$ cat src/rtl/load_store_unit.sv
// ---------------------------------------------------------------------------
// load_store_unit
//
// Initiator side of the core's data-memory interface. Accepts one decoded
// load/store at a time from the execute stage and forms the effective address
// (rs1_val + imm, wrapping mod 2^32). It checks alignment and range, drives
// dataMem for the access and returns load data through a one-cycle writeback
// pulse.
//
// Optional feature macro: LSU_TIMEOUT_EN
//   defined   - ACCESS aborts with cause 2'b11 after TIMEOUT_CYCLES cycles
//               without the matching *_memory_avalible strobe.
//   undefined - ACCESS waits indefinitely; cause 2'b11 is never produced.
//
// Ports
//   clk, reset             clock (rising edge), asynchronous active-high reset
//   issue_valid/ready      handshake with execute; ready only in IDLE
//   Single_Instruction     decoded one-hot instruction word (INST_* params)
//   rs1_val, rs2_val, imm  base, store data, sign-extended offset
//   rd                     load destination register
//   mem_instruction        to dataMem; 64'h0 outside ACCESS
//   mem_address            to dataMem, effective address
//   mem_storeData          to dataMem, store data
//   mem_loadData           from dataMem, already sign/zero extended
//   LD/SD_memory_avalible  dataMem ready for load / store
//   wb_valid, wb_rd, wb_data   load writeback pulse
//   st_done                store committed pulse
//   fault_valid, fault_cause, fault_addr   abort pulse
//                          (01 misaligned, 10 out of range, 11 timeout)
// ---------------------------------------------------------------------------
module load_store_unit #(
  parameter int unsigned MEM_BYTES = 32'd16384,
`ifdef LSU_TIMEOUT_EN
  parameter int unsigned TIMEOUT_CYCLES = 32'd16,
`endif
  parameter logic [63:0] INST_LB  = 64'h0000_0000_0000_0008,
  parameter logic [63:0] INST_LH  = 64'h0000_0000_0000_0010,
  parameter logic [63:0] INST_LW  = 64'h0000_0000_0000_0020,
  parameter logic [63:0] INST_LBU = 64'h0000_0000_0000_0040,
  parameter logic [63:0] INST_LHU = 64'h0000_0000_0000_0080,
  parameter logic [63:0] INST_SB  = 64'h0000_0000_0000_0100,
  parameter logic [63:0] INST_SH  = 64'h0000_0000_0000_0200,
  parameter logic [63:0] INST_SW  = 64'h0000_0000_0000_0400
) (
  input  logic        clk,
  input  logic        reset,
  input  logic        issue_valid,
  output logic        issue_ready,
  input  logic [63:0] Single_Instruction,
  input  logic [31:0] rs1_val,
  input  logic [31:0] rs2_val,
  input  logic [31:0] imm,
  input  logic [4:0]  rd,
  output logic [63:0] mem_instruction,
  output logic [31:0] mem_address,
  output logic [31:0] mem_storeData,
  input  logic [31:0] mem_loadData,
  input  logic        LD_memory_avalible,
  input  logic        SD_memory_avalible,
  output logic        wb_valid,
  output logic [4:0]  wb_rd,
  output logic [31:0] wb_data,
  output logic        st_done,
  output logic        fault_valid,
  output logic [1:0]  fault_cause,
  output logic [31:0] fault_addr
);

  typedef enum logic [1:0] {
    IDLE   = 2'd0,
    ACCESS = 2'd1,
    WB     = 2'd2,
    FAULT  = 2'd3
  } state_t;

  localparam logic [1:0] CAUSE_MISALIGN = 2'b01;
  localparam logic [1:0] CAUSE_RANGE    = 2'b10;
`ifdef LSU_TIMEOUT_EN
  localparam logic [1:0] CAUSE_TIMEOUT  = 2'b11;
  localparam int CNT_W = $clog2(TIMEOUT_CYCLES) + 1;
`endif

  // Decode helpers over the one-hot instruction constants.
  function automatic logic is_load_op(input logic [63:0] ins);
    return (ins == INST_LB) || (ins == INST_LH) || (ins == INST_LW) ||
           (ins == INST_LBU) || (ins == INST_LHU);
  endfunction

  function automatic logic is_store_op(input logic [63:0] ins);
    return (ins == INST_SB) || (ins == INST_SH) || (ins == INST_SW);
  endfunction

  // Halfwords need ea[0]==0, words need ea[1:0]==0; bytes never misalign.
  function automatic logic is_misaligned(input logic [63:0] ins, input logic [31:0] ea);
    logic half_op;
    logic word_op;
    half_op = (ins == INST_LH) || (ins == INST_LHU) || (ins == INST_SH);
    word_op = (ins == INST_LW) || (ins == INST_SW);
    return (half_op && ea[0]) || (word_op && (ea[1:0] != 2'b00));
  endfunction

  state_t      state_q, state_d;
  logic [63:0] instr_q, instr_d;
  logic [31:0] ea_q, ea_d;
  logic [31:0] stdata_q, stdata_d;
  logic [4:0]  rd_q, rd_d;
  logic        issue_ready_q, issue_ready_d;
  logic [63:0] mem_instruction_q, mem_instruction_d;
  logic        wb_valid_q, wb_valid_d;
  logic [4:0]  wb_rd_q, wb_rd_d;
  logic [31:0] wb_data_q, wb_data_d;
  logic        st_done_q, st_done_d;
  logic        fault_valid_q, fault_valid_d;
  logic [1:0]  fault_cause_q, fault_cause_d;
  logic [31:0] fault_addr_q, fault_addr_d;
`ifdef LSU_TIMEOUT_EN
  logic [CNT_W-1:0] cnt_q, cnt_d;
`endif

  logic [31:0] ea_s;
  logic        is_load_s;
  logic        avail_s;

  // Carry out of the address add is dropped on purpose (wrap mod 2^32).
  assign ea_s      = rs1_val + imm;
  assign is_load_s = is_load_op(instr_q);
  assign avail_s   = is_load_s ? LD_memory_avalible : SD_memory_avalible;

  // Next-state and next-output logic for the transaction FSM.
  always_comb begin
    state_d           = state_q;
    instr_d           = instr_q;
    ea_d              = ea_q;
    stdata_d          = stdata_q;
    rd_d              = rd_q;
    mem_instruction_d = 64'h0;
    wb_valid_d        = 1'b0;
    wb_rd_d           = wb_rd_q;
    wb_data_d         = wb_data_q;
    st_done_d         = 1'b0;
    fault_valid_d     = 1'b0;
    fault_cause_d     = fault_cause_q;
    fault_addr_d      = fault_addr_q;
`ifdef LSU_TIMEOUT_EN
    cnt_d             = cnt_q;
`endif

    case (state_q)
      IDLE: begin
        // issue_ready_q gates acceptance so nothing is taken on the first
        // edge after reset release, when ready is still low.
        if (issue_valid && issue_ready_q &&
            (is_load_op(Single_Instruction) || is_store_op(Single_Instruction))) begin
          instr_d  = Single_Instruction;
          ea_d     = ea_s;
          stdata_d = rs2_val;
          rd_d     = rd;
          if (is_misaligned(Single_Instruction, ea_s)) begin
            state_d       = FAULT;
            fault_valid_d = 1'b1;
            fault_cause_d = CAUSE_MISALIGN;
            fault_addr_d  = ea_s;
          end else if (ea_s >= MEM_BYTES) begin
            state_d       = FAULT;
            fault_valid_d = 1'b1;
            fault_cause_d = CAUSE_RANGE;
            fault_addr_d  = ea_s;
          end else begin
            state_d           = ACCESS;
            mem_instruction_d = Single_Instruction;
`ifdef LSU_TIMEOUT_EN
            cnt_d             = {CNT_W{1'b0}};
`endif
          end
        end else begin
          state_d = IDLE;
        end
      end

      ACCESS: begin
        // The edge on which avalible is high is the dataMem access edge.
        if (avail_s) begin
          mem_instruction_d = 64'h0;
          if (is_load_s) begin
            state_d = WB;
            if (rd_q != 5'd0) begin
              wb_valid_d = 1'b1;
              wb_rd_d    = rd_q;
              wb_data_d  = mem_loadData;
            end else begin
              wb_valid_d = 1'b0;
            end
          end else begin
            state_d   = IDLE;
            st_done_d = 1'b1;
          end
        end else begin
`ifdef LSU_TIMEOUT_EN
          if (cnt_q == CNT_W'(TIMEOUT_CYCLES - 32'd1)) begin
            state_d           = FAULT;
            mem_instruction_d = 64'h0;
            fault_valid_d     = 1'b1;
            fault_cause_d     = CAUSE_TIMEOUT;
            fault_addr_d      = ea_q;
          end else begin
            mem_instruction_d = instr_q;
            cnt_d             = cnt_q + CNT_W'(1);
          end
`else
          mem_instruction_d = instr_q;
`endif
        end
      end

      // The writeback / fault pulse is the registered output of these states.
      WB: begin
        state_d = IDLE;
      end

      FAULT: begin
        state_d = IDLE;
      end

      default: begin
        state_d = IDLE;
      end
    endcase

    issue_ready_d = (state_d == IDLE);
  end

  // State, latched operands and registered outputs.
  always_ff @(posedge clk or posedge reset) begin
    if (reset) begin
      state_q           <= IDLE;
      instr_q           <= 64'h0;
      ea_q              <= 32'h0;
      stdata_q          <= 32'h0;
      rd_q              <= 5'd0;
      issue_ready_q     <= 1'b0;
      mem_instruction_q <= 64'h0;
      wb_valid_q        <= 1'b0;
      wb_rd_q           <= 5'd0;
      wb_data_q         <= 32'h0;
      st_done_q         <= 1'b0;
      fault_valid_q     <= 1'b0;
      fault_cause_q     <= 2'b00;
      fault_addr_q      <= 32'h0;
`ifdef LSU_TIMEOUT_EN
      cnt_q             <= {CNT_W{1'b0}};
`endif
    end else begin
      state_q           <= state_d;
      instr_q           <= instr_d;
      ea_q              <= ea_d;
      stdata_q          <= stdata_d;
      rd_q              <= rd_d;
      issue_ready_q     <= issue_ready_d;
      mem_instruction_q <= mem_instruction_d;
      wb_valid_q        <= wb_valid_d;
      wb_rd_q           <= wb_rd_d;
      wb_data_q         <= wb_data_d;
      st_done_q         <= st_done_d;
      fault_valid_q     <= fault_valid_d;
      fault_cause_q     <= fault_cause_d;
      fault_addr_q      <= fault_addr_d;
`ifdef LSU_TIMEOUT_EN
      cnt_q             <= cnt_d;
`endif
    end
  end

  assign issue_ready     = issue_ready_q;
  assign mem_instruction = mem_instruction_q;
  assign mem_address     = ea_q;
  assign mem_storeData   = stdata_q;
  assign wb_valid        = wb_valid_q;
  assign wb_rd           = wb_rd_q;
  assign wb_data         = wb_data_q;
  assign st_done         = st_done_q;
  assign fault_valid     = fault_valid_q;
  assign fault_cause     = fault_cause_q;
  assign fault_addr      = fault_addr_q;

endmodule

$ cat config.mk
export PLATFORM = sky130hd
export DESIGN_NAME = load_store_unit
export DESIGN_NICKNAME = d
export VERILOG_FILES = /design/src/rtl/load_store_unit.sv
export SDC_FILE = /design/constraint.sdc
export NUM_CORES = 1
export LEC_CHECK = 0
export ABC_CLOCK_PERIOD_IN_PS = 12200
export CORE_ASPECT_RATIO = 1.4
export CORE_MARGIN = 5
export CORE_UTILIZATION = 45
export CTS_BUF_LIST = sky130_fd_sc_hd__clkbuf_16
export DETAILED_ROUTE_END_ITERATION = 8
export PLACE_DENSITY = 0.79
export SLEW_MARGIN = 20
export SYNTH_ARGS = -nofsm -noshare
export SYNTH_HDL_FRONTEND = slang
export SYNTH_SLANG_ARGS = --single-unit
$ cat constraint.sdc
create_clock -name clk -period 12.2 [get_ports clk]
set_input_delay 1.22 -clock clk [delete_from_list [all_inputs] [get_ports clk]]
set_output_delay 1.22 -clock clk [all_outputs]
set_load 0.01 [all_outputs]
# After elaboration in Yosys (flattened, before gate mapping)
# Cells that the tools add are included.
[totals]
reg_bits = 274
inputBits = 202
output_inout_bits = 203
wordCells = 87
[op_classes]
addsub = 1
order_cmp = 1
eq_ne = 16
mux = 27
n_reduce_logical = 28
[ops]
columns = ["cell", "n"]
rows = [
  ["$mux W64", 4],
  ["$eq A64 B4 Y1 const B", 2],
  ["$eq A64 B5 Y1 const B", 2],
  ["$eq A64 B6 Y1 const B", 2],
  ["$eq A64 B7 Y1 const B", 2],
  ["$eq A64 B8 Y1 const B", 2],
  ["$pmux W64 S2", 1],
  ["$eq A64 B10 Y1 const B", 1],
  ["$eq A64 B11 Y1 const B", 1],
  ["$eq A64 B9 Y1 const B", 1],
  ["$mux W32", 2],
  ["$add A32 B32 Y32", 1],
  ["$ge A32 B15 Y1 const B", 1],
  ["$logic_or A1 B1 Y1", 15],
  ["$mux W2", 7],
  ["$mux W1", 12],
  ["$pmux W2 S3", 1],
  ["$reduce_bool A5 Y1", 1],
  ["$eq A2 B2 Y1 const B", 2],
  ["$logic_and A1 B1 Y1", 4],
  ["$logic_not A2 Y1", 2],
  ["$reduce_and A4 Y1", 1],
  ["$reduce_bool A2 Y1", 2],
  ["$reduce_and A3 Y1", 1],
  ["3 further kinds", 3],
]

# Logic depth before layout (Yosys ltp)
# Gate-level depths: netlist of the first run.
[logic_depth]
depth_word = 10
depth_mapped = 14

# Worst setup path before layout of the first run
# Ideal clock, no wire load.
[synth_timing]
kind = "input to register"
startpoint = "in rs1_val[0]"
endpoint = "reg fault_addr_q[2], in the netlist fault_addr[2]"
arrival_time_ps = 4240
setup_slack_ps = 7835
stages = 14
path_buffers = 1
cell_sequence = "ha_1 -> inv_1 -> fa_1 -> nand2b_1 -> a21oi_1 -> o21ai_0 -> a31oi_1 -> xor2_1 -> a2111oi_4 -> nand4b_2 -> o31ai_4 -> inv_4 -> buf_6 -> mux2_4"
[synth_between]
elab_chain_len = 6
elab_cells_between_ends = 10
cone_classes = "add/sub: 1; order compare: 1; mux: 2; reduce/logical: 6"
[synth_rtl]
columns = ["element", "line_no", "source"]
rows = [
  ["from (decl)", "50", "input logic [31:0] rs1_val,"],
  ["$add A32 B32 Y32 (*)", "125", "assign ea_s = rs1_val + imm;"],
  ["parallel branches: the longest is 5 deep, another holds $ge A32 B15 Y1", "-", ""],
  ["to (signal assigned)", "266", "fault_addr_q <= fault_addr_d;"],
  ["to (decl)", "115", "logic [31:0] fault_addr_q, fault_addr_d;"],
]
# Mark *: on every way between the ends. The select of a mux whose other input is x is not followed.
# A chain may end at the register's enable or synchronous reset.

# Worst setup path after layout of the first run
[layout_timing]
startpoint = "in rs1_val[0]"
endpoint = "reg fault_addr_q[5], in the netlist fault_addr[5]"
# The elaborated chain is that of the path after synthesis.

==> results of run 1 <==
## area by class of cell
type	count	area, um2
inverters	32	130.1
clock buffers	27	675.6
multi-input cells	794	4952
fillers	2103	9329
well taps	365	456.7
repair buffers	412	4128
flip-flops and latches	274	6857
clock inverters	22	211.5
## registers in the layout (all words and copies together), names as in the netlist
name / cells
state_q: 2
fault_valid: 1
mem_storeData: 32
fault_addr: 32
wb_rd: 5
issue_ready: 1
mem_address: 32
wb_valid: 1
fault_cause: 2
wb_data: 32
instr_q: 64
mem_instruction: 64
rd_q: 5
st_done: 1
## kinds of logic after synthesis
| family | after synthesis | share of synthesized area, % |
|---|---|---|
| buffers and inverters | 84 | 2.869 |
| DFF | 274 | 56.56 |
| muxes | 53 | 5.016 |
| and+or+nand+nor | 505 | 20.28 |
| adders and majority gates | 32 | 3.365 |
| xor gates and xnor gates | 25 | 1.806 |
| AOI/OAI and AO/OA | 179 | 10.10 |
## per-layer routing
metal / vias up / GRT usage [%]
met3: 92 / 4.259
met5: - / 0
met2: 329 / 40.64
met4: 4 / 8.947
met1: 4873 / 28.50
li1: 4758 / -
## power breakdown
group | internal (mW) | switching, mW | leakage, nW
registers | 0.909 | 0 | 3.73
clock network | 0.487 | 0.347 | 0.444
logic | 0.107 | 0.118 | 4.28
## layout by cell type, fill, tap and decap left out, types with 13 or more instances in the layout
cell type / n
clkdlybuf4s50_1: 404
dfrtp_1: 274
nand2_1: 246
and2_1: 59
and3_1: 59
mux2_2: 46
a21oi_1: 37
o21ai_0: 36
nor2_1: 36
inv_1: 34
nor4_1: 32
ha_1: 31
clkbuf_16: 27
o21ai_1: 16
a21o_1: 15
nand4_1: 15
nor3_1: 14
xnor2_1: 13
## worst reg2reg max path, cell delays in order, from the launching register on
cell,delay [ns]
dfrtp_1,0.40
nor4_1,0.39
nand3_1,0.22
nor4_1,0.37
nand2_1,0.20
mux2i_4,0.19
buf_4,0.42
and2_1,0.47
or2_2,0.20
nor2b_1,0.04
## metrics by stage
| stage | hold WS, ns | utilization (%) | instance area, um2 |
|---|---|---|---|
| 2_1_floorplan | 0.4631 | - | 12120 |
| 3_3_place_gp | 0.4573 | 61.68 | 16490 |
| 3_5_place_dp | 0.4609 | 61.68 | 16490 |
| 4_1_cts | 0.4766 | 64.99 | 17380 |
| 5_1_grt | 0.4951 | 65.11 | 17410 |
| 6_report | 0.4721 | 65.11 | 17410 |
## worst min path at each step
stage	cells past startpoint	end	startpoint	slack (ns)
6_report	2	mem_storeData[18]$_DFFE_PP0P_	mem_storeData[18]$_DFFE_PP0P_	0.47
3_5_place_dp	2	mem_storeData[18]$_DFFE_PP0P_	mem_storeData[18]$_DFFE_PP0P_	0.46
3_3_place_gp	2	mem_storeData[4]$_DFFE_PP0P_	mem_storeData[4]$_DFFE_PP0P_	0.46
4_1_cts	2	mem_storeData[0]$_DFFE_PP0P_	mem_storeData[0]$_DFFE_PP0P_	0.48
2_1_floorplan	2	rd_q[2]$_DFFE_PP0P_	rd_q[2]$_DFFE_PP0P_	0.46
5_1_grt	2	mem_storeData[0]$_DFFE_PP0P_	mem_storeData[0]$_DFFE_PP0P_	0.50
==> run_results.csv, run 1 <==
group,metric,value,unit
timing,drv_slew,0,
drt,num_vias,10056,
timing,fin_crit,5.045,ns
critical_path,r2r_cells,9,
synth,syn_inst,1152,
power,p_per_area,113.0,nW/um2
timing,setup_violations,0,
synth,synth_top_area_cell,"dfrtp_1",
drt,viasPerCell,5.221,
synth,yosysMostFrequentCell,"dfrtp_1",
die,die_h,204.2,um
placement,dp.cells,1876,
drt,wl_met1,13550,um
critical_path,critical_path_class,"in2reg",
drt,firstDrtPassIters,5,
clock_network,cts_buffer_depth,3,
synth,synth_nets,1386,
placement,io_buffers,404,
synth,seq_area_frac_synth,56.56,%
drt,drc,0,
drt,drt_iter0_markers,589,
clock_network,htreeDepth,1,
clock_network,clk_pin_slew,0.06,ns
min_path,min_path_type,"reg2reg",
critical_path,path_buf_inv,3,
global_routing,grt_max_degree,113,
synth,yosysWarnings,0,
synth,yosys-top-cells-count,"dfrtp_1, nand2_1, and2_1, and3_1, mux2_2",
clock_network,cts_tree,"built",
placement,gp_congestion,0.9194,
timing,fin_skew,0.01347,ns
cells_and_area,drive_above_1_share,7.431,%
synth,synth_edf_count,0,
clock_network,cts_resized,0,
drt,drt_wl_total,35850,um
die,start_util,45.34,%
placement,post-place-ws,6.647,ns
synth,ys.flop_type,"dfrtp_1",
clock_network,clk_latency,0.53,ns
drt,wl_met2,18590,um
critical_path,endpoint,"fault_addr[5]$_DFFE_PP0P_",
synth,synth_area_leaders,"dfrtp_1, nand2_1, mux2_2",
die,rows,71,
die,pin_count,405,
critical_path,crit_path_max_incr_delay,0.58,ns
timing,period_share,41.35,%
critical_path,endpoint_kind,"flop",
power,ir_worst_vdd,0.0001009,V
synth,syn_avg_cell_area,10.52,um2
timing,worst_slack,7.155,ns
critical_path,crit_start,"rs1_val[0]",
die,die_area,30370,um2
critical_path,r2r_setup_slack,9.20,ns
placement,dp_hpwl,26990,um
timing,slew_headroom,35.57,%
timing,worstMarginPinSlew,0.9665,ns
cells_and_area,fin_cells,1926,
timing,rsz0062_at_grt,"false",
critical_path,worstReg2RegStart,"instr_q[47]$_DFFE_PP0P_",
critical_path,path_delay_family,"compound AO/OA/AOI/OAI gates",
critical_path,path_cells,"clkdlybuf4s50_1, ha_1, inv_1, fa_1, nand2b_1, a21oi_1, o21ai_0, a31oi_1, xor2_1, a2111oi_4, nand4b_2, o31ai_4, inv_4, mux2_4",
power,power,1.968,mW
timing,report.final.hold_viol_count,0,
cells_and_area,antennaDiodeCount,0,
drt,route.met3.wl,2170,um
die,core,26740,um2
clock_network,cts_setup_buffers,0,
critical_path,crit_arrival,5.45,ns
drt,top_layer,"met5",
global_routing,grt_pass1_vias,10277,
clock_network,clockRootBuffer,"clkbuf_16",
synth,synthesis.area,12120,um2
run_status,status,"completed",
global_routing,grt.total_usage,23.24,%
die,die_w,148.7,um
critical_path,cp_max_fo,27,
cells_and_area,area_growth,43.62,%
global_routing,antenna_found_initial,2,
cells_and_area,fin_nets,1775,
clock_network,cts_buffers,27,
critical_path,worst-path-stages,14,
synth,synth-seq-cells,274,
timing,clock.fmax,0.1982,GHz
critical_path,cp_slowest_cell,"o31ai_4",
clock_network,clkSinkCount,274,
drt,wl_per_cell,18.61,um
critical_path,reg2reg_to,"issue_ready$_DFF_PP0_",
critical_path,startpoint_type,"input port",
critical_path,critPathRequiredTime,12.61,ns
timing,setup_tns,0,ns
global_routing,grt_pass1_wl,56020,um
synth,synth_top_area_share,56.56,%
clock_network,postCtsHoldBufs,0,
job,drv_cap,0,
global_routing,grt_overflow,0,
drt,ant_nets,0,
synth,async_reset_ff_share,100.0,%
synth,synth_cell_types,66,
power,p_leak,8.454,nW
Note: power is estimated with default switching activity, not from simulation.
==> run 2, diff against run 1 <==
ABC_CLOCK_PERIOD_IN_PS = 5100   (was 12200)
clock period = 5.1 ns   (was 12.2 ns; I/O delays follow)
==> run 2 against run 1 <==
Against the previous run: clock power increased by 150%; cell count rose by 0.16%; global-route usage grew 0.52 points; non-clock buffer count increased by 4.
==> run_results.csv, run 2 (synthesis gave the netlist of run 1 again) <==
group,metric,value,unit
clock_network,clkSinkCount,274,
global_routing,use_met1,29.40,%
timing,worstMarginPinSlew,0.9731,ns
global_routing,grt_overflow,0,
placement,dp.cells,1881,
cells_and_area,post-route-cell-area,17480,um2
drt,drt_iter0_markers,561,
die,start_util,45.34,%
die,die_h,204.2,um
placement,io_buffers,404,
cells_and_area,drive_above_1_share,7.806,%
power,clkPwrFrac,43.1,%
clock_network,cts_buffers,27,
global_routing,grt_max_degree,139,
cells_and_area,utilization,65.39,%
drt,drc,0,
drt,viasPerCell,5.226,
placement,post-place-ws,0.4650,ns
cells_and_area,fin_cells,1929,
critical_path,critPathRequiredTime,5.52,ns
die,pin_count,405,
drt,wl_per_cell,19.06,um
timing,fin_crit,4.168,ns
global_routing,antenna_found_initial,1,
critical_path,critical_path_class,"in2reg",
clock_network,clk_pin_slew,0.06,ns
cells_and_area,fin_nets,1779,
cells_and_area,area_growth,44.23,%
global_routing,grt_pass1_vias,10494,
critical_path,cp_max_fo,27,
placement,dp_hpwl,27500,um
clock_network,postCtsHoldBufs,0,
die,rows,71,
power,p_per_area,273.4,nW/um2
power,pwr-share-seq,45.5,%
min_path,min_path_type,"reg2reg",
drt,num_vias,10081,
clock_network,cts_setup_buffers,0,
power,p_leak,8.489,nW
job,drv_cap,0,
global_routing,grt.met2_usage,42.16,%
clock_network,cts_tree,"built",
timing,drv_slew,0,
run_status,status,"completed",
cells_and_area,mostFrequentLayoutCells,"clkdlybuf4s50_1, dfrtp_1, nand2_1, and2_1, and3_1",
timing,setup_tns,0,ns
critical_path,crit_arrival,4.59,ns
drt,firstDrtPassIters,5,
power,swShare,23.65,%
clock_network,htreeDepth,1,
global_routing,grt_use_met3,3.904,%
power,p_comb_share,11.4,%
critical_path,endpoint_kind,"flop",
global_routing,grt_pass1_wl,57440,um
global_routing,grt.total_usage,23.76,%
timing,fin_skew,0.01781,ns
die,die_area,30370,um2
timing,report.final.hold_viol_count,0,
timing,clock.fmax,0.2399,GHz
cells_and_area,final_common_cell,"clkdlybuf4s50_1",
timing,slew_headroom,34.53,%
placement,gp_congestion,0.9012,
clock_network,clk_latency,0.53,ns
timing,rsz0062_at_grt,"false",
power,p_sw,1.130,mW
clock_network,clockRootBuffer,"clkbuf_16",
clock_network,cts_buffer_depth,3,
clock_network,cts_resized,0,
power,internal_power,3.649,mW
timing,period_share,81.73,%
die,core,26740,um2
drt,drt_wl_total,36780,um
die,die_w,148.7,um
placement,postPlaceCellArea,16570,um2
timing,worst_slack,0.9317,ns
global_routing,grt_busiest_layer,"met2",
power,ir_worst_vdd,0.0002099,V
timing,setup_violations,0,
critical_path,startpoint_type,"input port",
drt,ant_nets,0,
## run 2: metrics by stage
step / hold WS (ns) / power, mW
floorplan: 0.4631 / 2.502
global placement: 0.4570 / 2.750
detailed placement: 0.4610 / 2.754
CTS: 0.4751 / 4.825
global route: 0.4933 / 4.957
finish: 0.4737 / 4.779
## run 2: layout make-up
cell class                 instances  area (um2)
antenna                            1       2.502
clock buffer                      27       675.6
clock inverter                    20       235.2
fill                            2077        9255
inverter                          32       126.4
multi-input combinational        794        4952
sequential                       274        6857
tap                              365       456.7
timing repair buffer             416        4179
## run 2: worst max-delay path, cell delays in order
cell,delay [ns]
clkdlybuf4s50_1,0.46
ha_1,0.20
inv_1,0.07
fa_1,0.39
nand2b_1,0.18
a21oi_1,0.38
o21ai_0,0.27
a31oi_1,0.39
xor2_1,0.19
a2111oi_4,0.32
nand4b_2,0.19
o31ai_4,0.41
inv_4,0.22
mux2_4,0.35
## run 2: final timing paths
check	depth (start not counted)	startpoint	end	slack (ns)
worst min register to register	2	mem_storeData[20]$_DFFE_PP0P_	mem_storeData[20]$_DFFE_PP0P_	0.47
worst min-delay path	2	mem_storeData[20]$_DFFE_PP0P_	mem_storeData[20]$_DFFE_PP0P_	0.47
min in group asynchronous	3	reset	mem_instruction[45]$_DFF_PP0_	0.52
max in group asynchronous	3	reset	fault_addr[24]$_DFFE_PP0P_	3.96
worst max-delay path	14	rs1_val[0]	fault_addr[5]$_DFFE_PP0P_	0.93
worst max register to register	7	instr_q[19]$_DFFE_PP0P_	wb_data[0]$_DFFE_PP0P_	2.08
## run 2: layer usage
| layer | up-vias | wire, um |
|---|---|---|
| met2 | 344 | 19050 |
| met5 | - | 0 |
| met3 | 85 | 2197 |
| met4 | 0 | 1307 |
| li1 | 4757 | - |
| met1 | 4895 | 14220 |
## run 2: power groups by stage
| stage | combinational (mW) | clock (mW) | sequential, mW |
|---|---|---|---|
| floorplan | 0.287 | 0 | 2.21 |
| global placement | 0.536 | 0 | 2.21 |
| detailed placement | 0.540 | 0 | 2.21 |
| CTS | 0.544 | 2.11 | 2.17 |
| global route | 0.594 | 2.19 | 2.17 |
| finish | 0.546 | 2.06 | 2.17 |
